File: config.mk
export PLATFORM = sky130hd
export DESIGN_NAME = z_core_alu_iter
export DESIGN_NICKNAME = d
export VERILOG_FILES = /design/src/rtl/z_core_alu_iter_pkg.sv /design/src/rtl/z_core_alu_iter_shift_step.sv /design/src/rtl/z_core_alu_iter.sv
export SDC_FILE = /design/constraint.sdc
export NUM_CORES = 1
export LEC_CHECK = 0
export BUFFER_PORTS_ARGS = -buffer_cell sky130_fd_sc_hd__buf_2
export CAP_MARGIN = 20
export CORE_ASPECT_RATIO = 1.5
export CORE_MARGIN = 2
export CORE_UTILIZATION = 50
export CTS_CLUSTER_DIAMETER = 60
export DETAILED_ROUTE_END_ITERATION = 6
export PLACE_DENSITY = 0.72
export SLEW_MARGIN = 10
export SYNTH_ARGS = -nofsm -noshare
export SYNTH_HDL_FRONTEND = slang
export SYNTH_SLANG_ARGS = --single-unit
File: constraint.sdc
create_clock -name clk -period 2.4 [get_ports clk]
set_clock_uncertainty 0.05 [all_clocks]
set_input_delay 0.36 -clock clk [delete_from_list [all_inputs] [get_ports clk]]
set_output_delay 0.36 -clock clk [all_outputs]
set_load 0.03 [all_outputs]
File: src/rtl/z_core_alu_iter_pkg.sv
// z_core_alu_iter_pkg: shared ALU op codes, FSM state encodings and op helpers
package z_core_alu_iter_pkg;
  typedef enum logic [3:0] {
    ALU_ADD  = 4'd0,
    ALU_SUB  = 4'd1,
    ALU_SLL  = 4'd2,
    ALU_SLT  = 4'd3,
    ALU_SLTU = 4'd4,
    ALU_XOR  = 4'd5,
    ALU_SRL  = 4'd6,
    ALU_SRA  = 4'd7,
    ALU_OR   = 4'd8,
    ALU_AND  = 4'd9
  } alu_op_e;
  typedef enum logic [1:0] {
    S_IDLE  = 2'd0,
    S_SHIFT = 2'd1,
    S_DONE  = 2'd2
  } state_e;
  function automatic logic is_shift(input logic [3:0] t);
    return t == ALU_SLL || t == ALU_SRL || t == ALU_SRA;
  endfunction
endpackage

File: src/rtl/z_core_alu_iter_shift_step.sv
// z_core_shift_step: one-bit combinational shift
// ports: value in, right (1 = shift right), arith (fill with value msb on right shift), shifted out
module z_core_shift_step #(
  parameter int WIDTH = 32
) (
  input  logic [WIDTH-1:0] value,
  input  logic             right,
  input  logic             arith,
  output logic [WIDTH-1:0] shifted
);
  assign shifted = right ? {arith & value[WIDTH-1], value[WIDTH-1:1]} : {value[WIDTH-2:0], 1'b0};
endmodule

File: src/rtl/z_core_alu_iter.sv
// z_core_alu_iter: single-issue ALU with bit-serial shifter and valid/ready handshakes
// ports: clk, rst (async, active-high); in_valid/in_ready + alu_inst_type/op_a/op_b request;
//        out_valid/out_ready + result/illegal registered response
module z_core_alu_iter
  import z_core_alu_iter_pkg::*;
#(
  parameter int XLEN = 32
) (
  input  logic            clk,
  input  logic            rst,
  input  logic            in_valid,
  output logic            in_ready,
  input  logic [3:0]      alu_inst_type,
  input  logic [XLEN-1:0] op_a,
  input  logic [XLEN-1:0] op_b,
  output logic            out_valid,
  input  logic            out_ready,
  output logic [XLEN-1:0] result,
  output logic            illegal
);
  state_e state, state_n;
  logic [4:0] cnt;
  logic [4:0] sh;
  logic right, arith, accept, alu_ill, long_shift;
  logic [XLEN-1:0] alu_res, step;
  assign sh = op_b[4:0];
  assign in_ready = state == S_IDLE;
  assign out_valid = state == S_DONE;
  assign accept = in_valid && in_ready;
  assign long_shift = is_shift(alu_inst_type) && sh != 5'd0;
  // shifts load op_a unchanged; the serial shifter then works on the result register
  always_comb begin
    alu_ill = alu_inst_type > 4'd9;
    alu_res = alu_inst_type == ALU_ADD  ? op_a + op_b :
              alu_inst_type == ALU_SUB  ? op_a - op_b :
              alu_inst_type == ALU_SLT  ? {{(XLEN-1){1'b0}}, $signed(op_a) < $signed(op_b)} :
              alu_inst_type == ALU_SLTU ? {{(XLEN-1){1'b0}}, op_a < op_b} :
              alu_inst_type == ALU_XOR  ? op_a ^ op_b :
              alu_inst_type == ALU_OR   ? op_a | op_b :
              alu_inst_type == ALU_AND  ? op_a & op_b :
              is_shift(alu_inst_type)   ? op_a : '0;
  end
  always_comb begin
    state_n = state;
    case (state)
      S_IDLE:  state_n = accept ? (long_shift ? S_SHIFT : S_DONE) : S_IDLE;
      S_SHIFT: state_n = cnt == 5'd1 ? S_DONE : S_SHIFT;
      S_DONE:  state_n = out_ready ? S_IDLE : S_DONE;
      default: state_n = S_IDLE;
    endcase
  end
  always_ff @(posedge clk or posedge rst) begin
    if (rst) state <= S_IDLE;
    else state <= state_n;
  end
  always_ff @(posedge clk or posedge rst) begin
    if (rst) begin
      result <= '0;
      illegal <= 1'b0;
      cnt <= 5'd0;
      right <= 1'b0;
      arith <= 1'b0;
    end else if (accept) begin
      result <= alu_res;
      illegal <= alu_ill;
      cnt <= is_shift(alu_inst_type) ? sh : 5'd0;
      right <= alu_inst_type != ALU_SLL;
      arith <= alu_inst_type == ALU_SRA;
    end else if (state == S_SHIFT) begin
      result <= step;
      cnt <= cnt - 5'd1;
    end
  end
  z_core_shift_step #(.WIDTH(XLEN)) u_step (
    .value  (result),
    .right  (right),
    .arith  (arith),
    .shifted(step)
  );
endmodule
# == Word level (Yosys, flattened, before mapping) ==
# Cells that the tools add are included.
# op_classes
n_addsub,3
order_cmp,3
eq_ne,13
n_mux,19
bitwise,4
reduce_logical,8
# ops
operator,count
32-bit 2-to-1 mux,11
32-bit < comparator,2
32-bit adder,1
32-bit AND,1
32-bit bitwise OR,1
32-bit subtractor,1
32-bit bitwise XOR,1
4-bit by 3-bit equality test with 1-bit output (second input constant),4
5-bit 2-to-1 mux,3
4-bit by 2-bit equality test with 1-bit output (second input constant),2
4-bit equality test (second input constant),2
2-bit 2-to-1 mux,4
2-bit case mux with 3 select lines,1
5-bit by 1-bit equality test with 1-bit output (second input constant),1
5-bit nonzero test,1
5-bit by 1-bit subtractor with 5-bit output (second input constant),1
4-bit by 1-bit equality test with 1-bit output (second input constant),1
4-bit greater-than comparator (second input constant),1
4-bit zero test,1
4-bit by 2-bit != test with 1-bit output (second input constant),1
2-bit by 1-bit equality test with 1-bit output (second input constant),1
2-bit equality test (second input constant),1
1-bit logical AND,2
2-bit zero test,1
other kinds (3),4
# totals
register_bits,42

# == Logic depth before layout (Yosys ltp) ==
# Gate-level depths: netlist of the first run.
# logic_depth
ltp_word,12
depth_mapped,13

# == Modules after synthesis ==
# From an unflattened synthesis of the first run, not the netlist that was laid out.
# unflattened
hier_cells,1058
hier_area_um2,7811.2
# by_module_without_submodules
mod,n_inst,cells_per_inst,area_each_um2,seq_area_each_um2
z_core_alu_iter,1,1020,7289.5,1051.0
z_core_shift_step,1,38,521.8,0.0

# == Worst setup path before layout of the first run ==
# OpenSTA, ideal clock, no wires.
# synth_path
path_type,input to register
from,input op_a[0]
to,register result[18]
arrival_time_ns,3.410
required_time_ns,2.229
setup_slack_ns,-1.181
stages,13
cell_sequence,inv_1 -> ha_1 -> fa_1 -> o21ba_1 -> or4_1 -> a311o_1 -> o21a_1 -> o311a_4 -> o31a_4 -> nand2_1 -> a22oi_1 -> a311o_1 -> a22o_1
# synth_between
elab_chain_len,4
elab_cells_between_ends,5
classes_between,add/sub: 2; mux: 3
# synth_lines
item,line,source
"start, declared",z_core_alu_iter.sv:14,"input logic [XLEN-1:0] op_a,"
32-bit subtractor,z_core_alu_iter.sv:35,alu_inst_type == ALU_SUB ? op_a - op_b :
32-bit 2-to-1 mux,z_core_alu_iter.sv:35,
32-bit 2-to-1 mux *,z_core_alu_iter.sv:34,alu_res = alu_inst_type == ALU_ADD ? op_a + op_b :
32-bit 2-to-1 mux *,z_core_alu_iter.sv:63,end else if (accept) begin
"end signal, assigned",z_core_alu_iter.sv:64,result <= alu_res;
"end signal, assigned",z_core_alu_iter.sv:70,result <= step;
"end, declared",z_core_alu_iter.sv:18,"output logic [XLEN-1:0] result,"
# Every way passes the cells marked *; elsewhere a longest branch is shown, timed or not.
# A chain may end at the register's enable or synchronous reset.

# == Worst setup path in the final report of the first run ==
# Ends and elaborated chain as after synthesis.

==> flow_summary.json, run 1 <==
{
  "clkPwrFrac_pct": 13.3,
  "initial_core_util_pct": 50.8,
  "worstMarginPinSlew_ps": 882,
  "p_int_mw": 3.08,
  "fin_setup_tns_ps": -13220,
  "grt-ovfl-total": 0,
  "drc": 0,
  "die_area_sq_um": 15700,
  "antenna_found_initial": 0,
  "synth_area_sq_um": 7350,
  "instances_no_fill": 1592,
  "end_kind": "flop",
  "peakVddDrop_uv": 408,
  "port_buffers": 106,
  "path_max_fanout": 4,
  "async_flop_share_pct": 100,
  "timing.hold.ws_ps": 199,
  "clock-root-buffer": "clkbuf_16",
  "ys.flop_type": "dfrtp_1",
  "cts_htree_levels": 2,
  "slowest_delay_ps": 420,
  "dp_hpwl_microns": 23700,
  "synth_top_area_share_pct": 16.7,
  "min_period_over_period_pct": 139,
  "avgSynthCellArea_sq_um": 7.03,
  "setup_viol": 26,
  "vias": 9639,
  "arrival_ps": 3460,
  "ioPinCount": 107,
  "setup_slack_ps": -932,
  "rsz0062_at_grt": "true",
  "power_density_nw_per_um2": 550,
  "synth_nets": 1217,
  "drt_iter0_drc": 711,
  "clock-sinks": 42,
  "numCtsBuffers": 5,
  "p_comb_share_pct": 63.7,
  "synth_top_area_cell": "ha_1",
  "grt_pass1_wl_microns": 48400,
  "max_freq_mhz": 300,
  "core_sq_um": 14500,
  "num_rows": 54,
  "rr_worst_depth": 8,
  "period_needed_ps": 3330,
  "synth_cells": 1045,
  "drv_slew": 0,
  "avgRoutedWirePerCell_microns": 19.2,
  "grt_max_degree": 62,
  "power.share.switching_pct": 49.3,
  "cap_violations": 0,
  "synth-seq-area-share_pct": 14.3,
  "violations": "negative setup slack",
  "required_ps": 2530,
  "area_growth_pct": 50.0,
  "status": "finished with violations",
  "hold_path_class": "in2async",
  "hold_viol": 0,
  "layout.nets": 1567,
  "design_area_sq_um": 11000,
  "ys_types": 72,
  "cpMostUsedCell": "a311o_1",
  "synth_edf_count": 0,
  "cts_tree": "done",
  "placed_cells": 1573,
  "antenna-diode-count": 0,
  "ys_ff_latch": 42,
  "finish.utilization_pct": 76.2,
  "clockBufferDepth": 2,
  "vias_per_cell": 6.05,
  "gp_congestion": 1.00,
  "slowest_stage": "or4_4",
  "ys_top_cells_by_area": "ha_1 17%, dfrtp_1 14%, a21oi_1 11%",
  "ant_nets": 0,
  "yosys_warnings": 0,
  "die_h_microns": 152,
  "slew_headroom_pct": 41.1,
  "dpl_cell_area_sq_um": 10300,
  "crit_chain": "buf_12 > inv_12 > ha_4 > fa_2 > o21ba_4 > or4_4 > a311o_1 > o21a_1 > o311a_4 > o31a_4 > nand2_2 > a22oi_1 > a311o_1 > a22o_1",
  "wl_microns": 30600,
  "grt_pass1_vias": 9794,
  "seqPwrFrac_pct": 23.0,
  "grtUsageTotal_pct": 38.8,
  "worstSetupStartpointType": "input port",
  "die_w_microns": 103,
  "power.switching_mw": 2.99,
  "power_leakage_nw": 5.52,
  "clk_transition_reported_paths_ps": 70,
  "first_pass_iters": 6,
  "drive_above_1_share_pct": 37.1,
  "worstSetupPathType": "in2reg",
  "clk_latency_ps": 290
}
[layout by cell type (no fill, tap or decap), types with 7 or more instances in the layout]
master    instances
ha_4              8
nand3_1          12
dfrtp_1          41
buf_6            17
o21ai_0          45
xnor2_1          10
nor3_1           23
nand2_1          88
ha_1             87
a22oi_1          11
nand2b_1         10
inv_1            98
buf_12           10
o211ai_1         20
nor2_1           72
a21oi_1         147
nand4_1           7
a221oi_1         17
o21ai_2           7
nor4_1            7
a211oi_1         12
a21o_1           12
buf_2           102
o21ai_1          16
nor2b_1           9
buf_4           280
mux2i_1          31
o21bai_1         14
[layout make-up]
type,count,area [sq um]
fillers,1148,3440
clock buffers,6,129
multi-input cells,830,6120
clock inverters,2,37.5
well taps,196,245
inverters,106,418
repair buffers,410,3020
flip-flops and latches,42,1050
[timing repair]
item                       4_1_cts  5_1_grt
setup buffers                   11       10
setup endpoints to repair       27       27
hold buffers                     0        0
hold endpoints to repair         0        0
pin swaps                       43       34
gates resized for setup         71       47
[flip-flops by register name, indices dropped and copies added (netlist names)]
| register | cells |
|---|---|
| result | 32 |
| cnt | 5 |
| illegal | 1 |
| arith | 1 |
| state | 2 |
| right | 1 |
[power groups by stage]
stage / clock (mW) / sequential [mW] / combinational, mW
after global placement: 0 / 1.37 / 3.55
after global routing: 0.846 / 1.43 / 4.14
after detailed placement: 0 / 1.38 / 3.61
after floorplan: 0 / 1.76 / 1.69
after CTS: 0.804 / 1.37 / 3.72
final: 0.807 / 1.40 / 3.86
[worst max-delay path, delay by kind of cell]
family / cells / cell delay [ps]
fa+ha+maj: 2 / 530
compound gates: 8 / 1950
simple gates: 2 / 500
buf+inv: 2 / 120
[metrics by stage]
stage / worst slack, ps / power [mW]
after floorplan: -965 / 3.45
after global placement: -1270 / 4.92
after detailed placement: -1340 / 4.99
after CTS: -914 / 5.90
after global routing: -1010 / 6.41
final: -932 / 6.06
[cell families (layout without fill, tap and decap cells)]
group | after synthesis | in the layout | share of synthesized area (%)
simple gates | 277 | 277 | 17.3
flops | 42 | 42 | 14.3
compound gates | 405 | 405 | 35.8
fa+ha+maj | 100 | 100 | 17.2
xor+xnor | 11 | 11 | 1.31
buf+inv | 173 | 524 | 8.89
mux | 37 | 37 | 5.14
[synthesized netlist by cell type, types with 6 or more instances]
| cell type | number |
|---|---|
| and3_1 | 6 |
| a211oi_1 | 13 |
| buf_1 | 8 |
| o31ai_1 | 8 |
| mux2i_1 | 31 |
| mux2_2 | 6 |
| a21oi_1 | 156 |
| nand2b_1 | 11 |
| inv_1 | 106 |
| nor2b_1 | 11 |
| o22ai_1 | 7 |
| ha_1 | 98 |
| nor3_1 | 27 |
| nand3_1 | 13 |
| dfrtp_1 | 42 |
| nor4_1 | 9 |
| a31oi_1 | 10 |
| a22oi_1 | 11 |
| nor2_1 | 78 |
| a221oi_1 | 20 |
| o21bai_1 | 14 |
| clkbuf_1 | 56 |
| o211ai_1 | 20 |
| a21o_1 | 12 |
| xnor2_1 | 10 |
| nand4_1 | 7 |
| nand2_1 | 91 |
| and2_1 | 6 |
| o21ai_0 | 65 |
[path summary, 6_finish.rpt]
path / startpoint / slack (ps) / end
worst max register to register: state[0] / 100 / result[7]
worst min register to register: arith / 430 / arith
worst min-delay path: rst / 200 / cnt[1]
worst max-delay path: op_a[0] / -930 / result[18]
max in group asynchronous: rst / 1460 / result[12]
min in group clk: out_ready / 330 / state[1]
[routing by layer]
metal  GRT usage, %  vias up  wire, microns
met1           41.2     4439          10800
met3           7.25      194           2040
met4           26.6        0           2520
met2           66.9      514          15200
met5              0        -              0
li1               -     4492              -
(Power assumes the default switching activity.)
==> run 2: changes to the inputs <==
GPL_TIMING_DRIVEN = 0   (was default)
SYNTH_HIERARCHICAL = 1   (was default)
==> run 2 against run 1 <==
  * Design area decreased by 2.9%
  * Critical path type unchanged
  * Via count increased by 1.3%
  * Sequential share of layout area increased by 0.28 points
  * Register-to-register slack got worse by 80 ps
  * Clock-buffer cell count unchanged
  * Area after synthesis increased by 6.3%
  * Global-route usage increased by 0.85 points
  * Highest routed layer unchanged
  * Worst setup slack improved by 640 ps
  * The run still ends with negative setup slack left
  * Largest power group unchanged
  * Combinational power increased by 29%
  * Sequential cell count unchanged
  * Clock power decreased by 9.3%
  * Non-clock buffer count decreased by 176
==> flow_summary.json, run 2 <==
{
  "ioPinCount": 107,
  "worstSetupStartpointType": "input port",
  "synth_top_area_share_pct": 15.7,
  "drc": 0,
  "power_leakage_nw": 4.69,
  "vias_per_cell": 6.82,
  "ys.flop_type": "dfrtp_1",
  "worstSetupPathType": "in2reg",
  "clk_transition_reported_paths_ps": 70,
  "required_ps": 2560,
  "clock-sinks": 42,
  "violations": "negative setup slack",
  "ff2ff_setup_slack_ps": 20,
  "crit_chain": "buf_12 > ha_4 > inv_2 > fa_2 > and2b_2 > o2111ai_4 > a21oi_2 > o21ai_2 > and3_4 > o31ai_4 > a2111oi_2 > or3b_1 > a31oi_1",
  "hold_path_class": "in2async",
  "setup_slack_ps": -289,
  "ys_types": 85,
  "grtUsageTotal_pct": 39.6,
  "synth_area_sq_um": 7810,
  "peakVddDrop_uv": 625,
  "p_int_mw": 3.41,
  "grt_pass1_wl_microns": 51300,
  "area_growth_pct": 37.0,
  "ys_ff_latch": 42,
  "grt_max_degree": 25,
  "power_density_nw_per_um2": 677,
  "synth-seq-area-share_pct": 13.5,
  "layout.nets": 1400,
  "die_h_microns": 157,
  "end_kind": "flop",
  "worstMarginPinSlew_ps": 880,
  "power.share.switching_pct": 52.9,
  "cts_tree": "done",
  "drt_iter0_drc": 1148,
  "min_period_over_period_pct": 112,
  "clk_latency_ps": 300,
  "avgSynthCellArea_sq_um": 7.38,
  "hold_buffers": 0,
  "dpl_cell_area_sq_um": 8840,
  "clkPwrFrac_pct": 10.1,
  "drive_above_1_share_pct": 36.2,
  "drv_slew": 0,
  "regMostFlops": "result",
  "slowest_stage": "fa_2",
  "synth_top_area_cell": "ha_1",
  "port_buffers": 102,
  "wl_met1_microns": 11700,
  "seqPwrFrac_pct": 21.1,
  "numCtsBuffers": 5,
  "die_area_sq_um": 16700,
  "wl_met2_microns": 15900,
  "fillers": 1333,
  "grt-ovfl-total": 0,
  "finish.utilization_pct": 69.1,
  "setup_viol": 18,
  "cts_htree_levels": 2,
  "pre_cts_ws_ps": -1440,
  "initial_core_util_pct": 50.4,
  "core_sq_um": 15500,
  "synth_edf_count": 0,
  "p_comb_share_pct": 68.8,
  "wl_microns": 34200,
  "period_needed_ps": 2690,
  "netlist_top_cells_count": "105 x inv_1, 103 x a21oi_1, 98 x ha_1",
  "first_pass_iters": 6,
  "avgRoutedWirePerCell_microns": 23.9,
  "gp_congestion": 1.01,
  "grt_pass1_vias": 9322,
  "design_area_sq_um": 10700,
  "clockBufferDepth": 2,
  "antenna_found_initial": 0,
  "die_w_microns": 106,
  "power.switching_mw": 3.83,
  "rsz0062_at_grt": "true",
  "wl_met3_microns": 3530,
  "async_flop_share_pct": 100,
  "final_common_cell": "buf_2",
  "largest_reg_flops": 32,
  "num_rows": 56,
  "ys_top_cells_by_area": "ha_1 16%, dfrtp_1 13%, a21oi_1 6.6%",
  "status": "finished with violations",
  "top_layer_used": "met4",
  "arrival_ps": 2850,
  "synth_nets": 1230,
  "final_cell_mix": "92 x buf_2, 84 x a21oi_1, 77 x ha_1, 75 x inv_1, 70 x nand2_1",
  "hold_viol": 0,
  "clock-root-buffer": "clkbuf_16",
  "synth_cells": 1058,
  "cap_violations": 0,
  "yosys_warnings": 6,
  "reg_top3": "result x32, cnt x5, state x2",
  "antenna-diode-count": 0,
  "yosysMostFrequentCell": "inv_1",
  "slew_headroom_pct": 40.9,
  "ant_nets": 0,
  "dp_hpwl_microns": 24500,
  "max_freq_mhz": 372,
  "slowest_delay_ps": 360,
  "path_max_fanout": 3,
  "vias": 9765
}
run 2: cell types whose count changed after synthesis, moves of 7 or more:
cell       delta
clkbuf_1     -16
nand2_1      -15
a31oi_1      +15
o31ai_1       +7
mux2_4       +27
nand3_1       +7
a21oi_1      -53
mux2i_1      -29
buf_2        +14
o21ai_0      +21
o2111ai_1     +8
or3_1        +11
run 2: layout make-up:
class	instances	area (sq um)	share of cell area [%]
clock buffer	6	139	1.30
sequential	42	1050	9.82
timing repair buffer	167	1210	11.3
buffer	67	465	4.35
clock inverter	2	12.5	0.117
tap	203	254	2.37
inverter	106	455	4.26
multi-input combinational	839	7110	66.5
run 2: final timing paths:
| kind | cells past startpoint | startpoint | endpoint |
|---|---|---|---|
| max | 13 | op_a[0] | result[28] |
| min | 2 | rst | result[5] |
| min reg2reg | 2 | illegal | illegal |
| max in group asynchronous | 3 | rst | result[17] |
| max reg2reg | 5 | state[0] | result[17] |
| min in group clk | 3 | op_b[3] | cnt[3] |
run 2: worst max-delay path, delay by kind of cell:
kind,cells,cell delay (ps)
AO/OA/AOI/OAI,6,1030
adder cells (fa/ha/maj),2,500
buffers and inverters,2,140
AND/OR/NAND/NOR,3,820
run 2: layer usage:
| layer | GRT usage (%) | vias up |
|---|---|---|
| li1 | - | 4246 |
| met1 | 45.2 | 4575 |
| met2 | 66.5 | 709 |
| met3 | 5.88 | 235 |
| met4 | 29.9 | 0 |
| met5 | 0 | - |
run 2: stage by stage:
step / power (mW) / hold WS [ps] / cells / TNS, ps
floorplan: 4.39 / 399 / 1058 / -906
global placement: 5.73 / 409 / 1363 / -38690
detailed placement: 5.77 / 340 / 1364 / -38730
CTS: 6.87 / 30.0 / 1408 / -1950
global route: 7.55 / 58.4 / 1432 / -3590
finish: 7.25 / 17.5 / 1432 / -2170
run 2: cells by family (layout without fill, tap and decap cells):
family | count (synthesis) | in the layout | share of synthesized area (%)
buffers and inverters | 177 | 348 | 9.67
and+or+nand+nor | 282 | 282 | 18.1
AOI/OAI and AO/OA | 415 | 415 | 35.6
DFF | 42 | 42 | 13.5
adders and majority gates | 100 | 100 | 16.2
muxes | 32 | 32 | 5.88
xor gates and xnor gates | 10 | 10 | 1.12
run 2: power groups by stage:
stage	registers (mW)	clock network (mW)	logic, mW
global placement	1.49	0	4.24
floorplan	1.91	0	2.49
CTS	1.50	0.724	4.65
detailed placement	1.51	0	4.26
finish	1.53	0.732	4.99
global route	1.55	0.739	5.26
run 2: timing repair:
item | in CTS | in global routing
setup buffers | 39 | 25
setup endpoints to repair | 40 | 31
hold endpoints to repair | 0 | 0
gates cloned | 0 | 1
resized for setup | 212 | 108
pin swaps | 58 | 61
==> run 3: changes to the inputs <==
CORE_UTILIZATION = 55   (was 50)
PLACE_DENSITY = 0.78   (was 0.72)
==> run 3 against run 2 <==
  * The flow finishes with violations (design-rule violations, negative setup slack)
  * Routed wire length is 7.3% higher
  * Global-route usage increased by 2.9 points
  * Worst hold slack improved by 38 ps
  * Fmax shrank 6.1%
  * Total power is 3.4% higher
  * Sequential share of layout area down 0.34 points
  * Clock power decreased by 2%
  * Sequential power is essentially flat
  * Combinational power up 5.2%
  * Via count up 4.9%
  * Critical endpoint is now result[10]
  * Highest routed layer unchanged
==> flow_summary.json, run 3 (synthesized netlist as in run 2, its figures left out) <==
{
  "worstSetupPathType": "in2reg",
  "grt_pass1_wl_microns": 49800,
  "clockBufferDepth": 2,
  "drive_above_1_share_pct": 38.7,
  "num_rows": 53,
  "grt-ovfl-total": 0,
  "final_cell_mix": "92 x buf_2, 79 x ha_1, 78 x inv_1, 77 x buf_4, 77 x a21oi_1",
  "hold_path_class": "in2async",
  "area_growth_pct": 41.8,
  "required_ps": 2490,
  "port_buffers": 102,
  "rr_worst_depth": 5,
  "setup_slack_ps": -462,
  "power_leakage_nw": 4.85,
  "slowest_stage": "a211oi_4",
  "power.switching_mw": 3.97,
  "largest_reg_flops": 32,
  "cap_violations": 0,
  "status": "finished with violations",
  "grt_pass1_vias": 9090,
  "grtUsageTotal_pct": 42.5,
  "violations": "design-rule violations, negative setup slack",
  "die_h_microns": 150,
  "drc": 23,
  "wl_microns": 36700,
  "die_w_microns": 101,
  "power.share.switching_pct": 53.0,
  "clkPwrFrac_pct": 9.6,
  "worstSetupStartpointType": "input port",
  "setup_viol": 27,
  "reg_top3": "result x32, cnt x5, state x2",
  "path_max_fanout": 4,
  "seqPwrFrac_pct": 20.3,
  "p_int_mw": 3.52,
  "cts_htree_levels": 2,
  "rsz0062_at_grt": "true",
  "power_density_nw_per_um2": 676,
  "clock-root-buffer": "clkbuf_16",
  "p_comb_share_pct": 70.1,
  "regMostFlops": "result",
  "cts_tree": "done",
  "drv_slew": 0,
  "initial_core_util_pct": 56.1,
  "ioPinCount": 107,
  "layout.nets": 1423,
  "placed_cells": 1326,
  "instances_no_fill": 1418,
  "grt_max_degree": 23,
  "first_pass_iters": 7,
  "r2r_end": "result[10]",
  "slew_headroom_pct": 43.8,
  "gp_congestion": 1.04,
  "dp_hpwl_microns": 23900,
  "slowest_delay_ps": 460,
  "period_needed_ps": 2860,
  "end_kind": "flop",
  "max_freq_mhz": 349,
  "hold_viol": 0,
  "drt_iter0_drc": 1473,
  "clock-sinks": 42,
  "antenna_found_initial": 1,
  "ant_nets": 0,
  "clk_latency_ps": 290,
  "crit_chain": "buf_2 > inv_1 > ha_2 > o21bai_4 > a211oi_4 > buf_4 > o21bai_2 > a221oi_2 > o31ai_2 > xnor2_1 > nand2_1 > a31oi_1",
  "clk_transition_reported_paths_ps": 60,
  "final_common_cell": "buf_2",
  "peakVddDrop_uv": 506,
  "fin_setup_tns_ps": -6350,
  "ff2ff_setup_slack_ps": -300,
  "numCtsBuffers": 5,
  "vias": 10200,
  "vias_per_cell": 7.23,
  "core_sq_um": 13900,
  "arrival_ps": 2960,
  "min_period_over_period_pct": 119,
  "die_area_sq_um": 15200,
  "avgRoutedWirePerCell_microns": 25.9,
  "worstMarginPinSlew_ps": 840,
  "timing.rr.start": "state[1]",
  "finish.utilization_pct": 79.6
}
-- run 3: cell count changes in the layout (fill, tap and decap cells not counted), moves of 3 or more --
cell,delta
buf_4,+14
a21oi_1,-7
inv_2,-7
a21oi_2,+4
a21oi_4,+3
buf_6,+3
clkbuf_4,+3
ha_4,-3
inv_1,+3
nor3_1,-3
o21ai_4,+3
-- run 3: stage by stage --
step	cell area, sq um	setup slack [ps]	hold WS [ps]	total power, mW
6_report	11100	-462	55.9	7.49
5_1_grt	11100	-750	92.6	7.76
4_1_cts	10200	-374	77.9	6.84
3_5_place_dp	8800	-1350	376	5.74
3_3_place_gp	8770	-1270	410	5.70
2_1_floorplan	8050	-261	399	4.39
-- run 3: critical path, delay by kind of cell --
| kind | cells | cell delay (ps) |
|---|---|---|
| AO/OA/AOI/OAI | 6 | 1720 |
| buffers and inverters | 3 | 440 |
| adder cells (fa/ha/maj) | 1 | 220 |
| XOR/XNOR | 1 | 150 |
| AND/OR/NAND/NOR | 1 | 70 |
-- run 3: power by group through the flow --
stage | Clock, mW | Sequential [mW] | Combinational [mW]
final | 0.719 | 1.52 | 5.25
after global routing | 0.733 | 1.53 | 5.49
after CTS | 0.704 | 1.48 | 4.66
after detailed placement | 0 | 1.49 | 4.25
after global placement | 0 | 1.48 | 4.21
after floorplan | 0 | 1.91 | 2.49
-- run 3: metal layers --
metal / track usage [%] / part of all wire (%) / vias up
met4: 30.7 / 9.3 / 0
met2: 68.7 / 45 / 900
li1: - / - / 4302
met3: 7.80 / 12 / 316
met5: 0 / 0 / -
met1: 49.5 / 34 / 4728
-- run 3: layout make-up --
class,count,area (sq um)
Buffer,68,502
Tap cell,165,206
Multi-Input combinational cell,839,7270
Sequential cell,42,1050
Fill cell,972,2850
Clock inverter,2,12.5
Clock buffer,6,139
Antenna cell,1,2.50
Inverter,106,467
Timing Repair Buffer,189,1430
-- run 3: how the worst max path moves through the flow --
stage / start / end / slack (ps) / cells past startpoint
5_1_grt: op_b[2] / result[10] / -750 / 12
3_3_place_gp: in_valid / result[13] / -1270 / 8
6_report: op_b[2] / result[10] / -460 / 12
3_5_place_dp: in_valid / result[13] / -1350 / 8
2_1_floorplan: op_a[0] / result[28] / -260 / 12
4_1_cts: op_a[0] / result[28] / -370 / 13
-- run 3: repair_timing --
item | CTS | global route
gates cloned | 0 | 1
endpoints found under the setup margin | 40 | 32
buffers inserted | 52 | 37
hold buffers | 0 | 0
hold endpoints to repair | 0 | 0
pin swaps | 70 | 95
gates resized for setup | 201 | 169
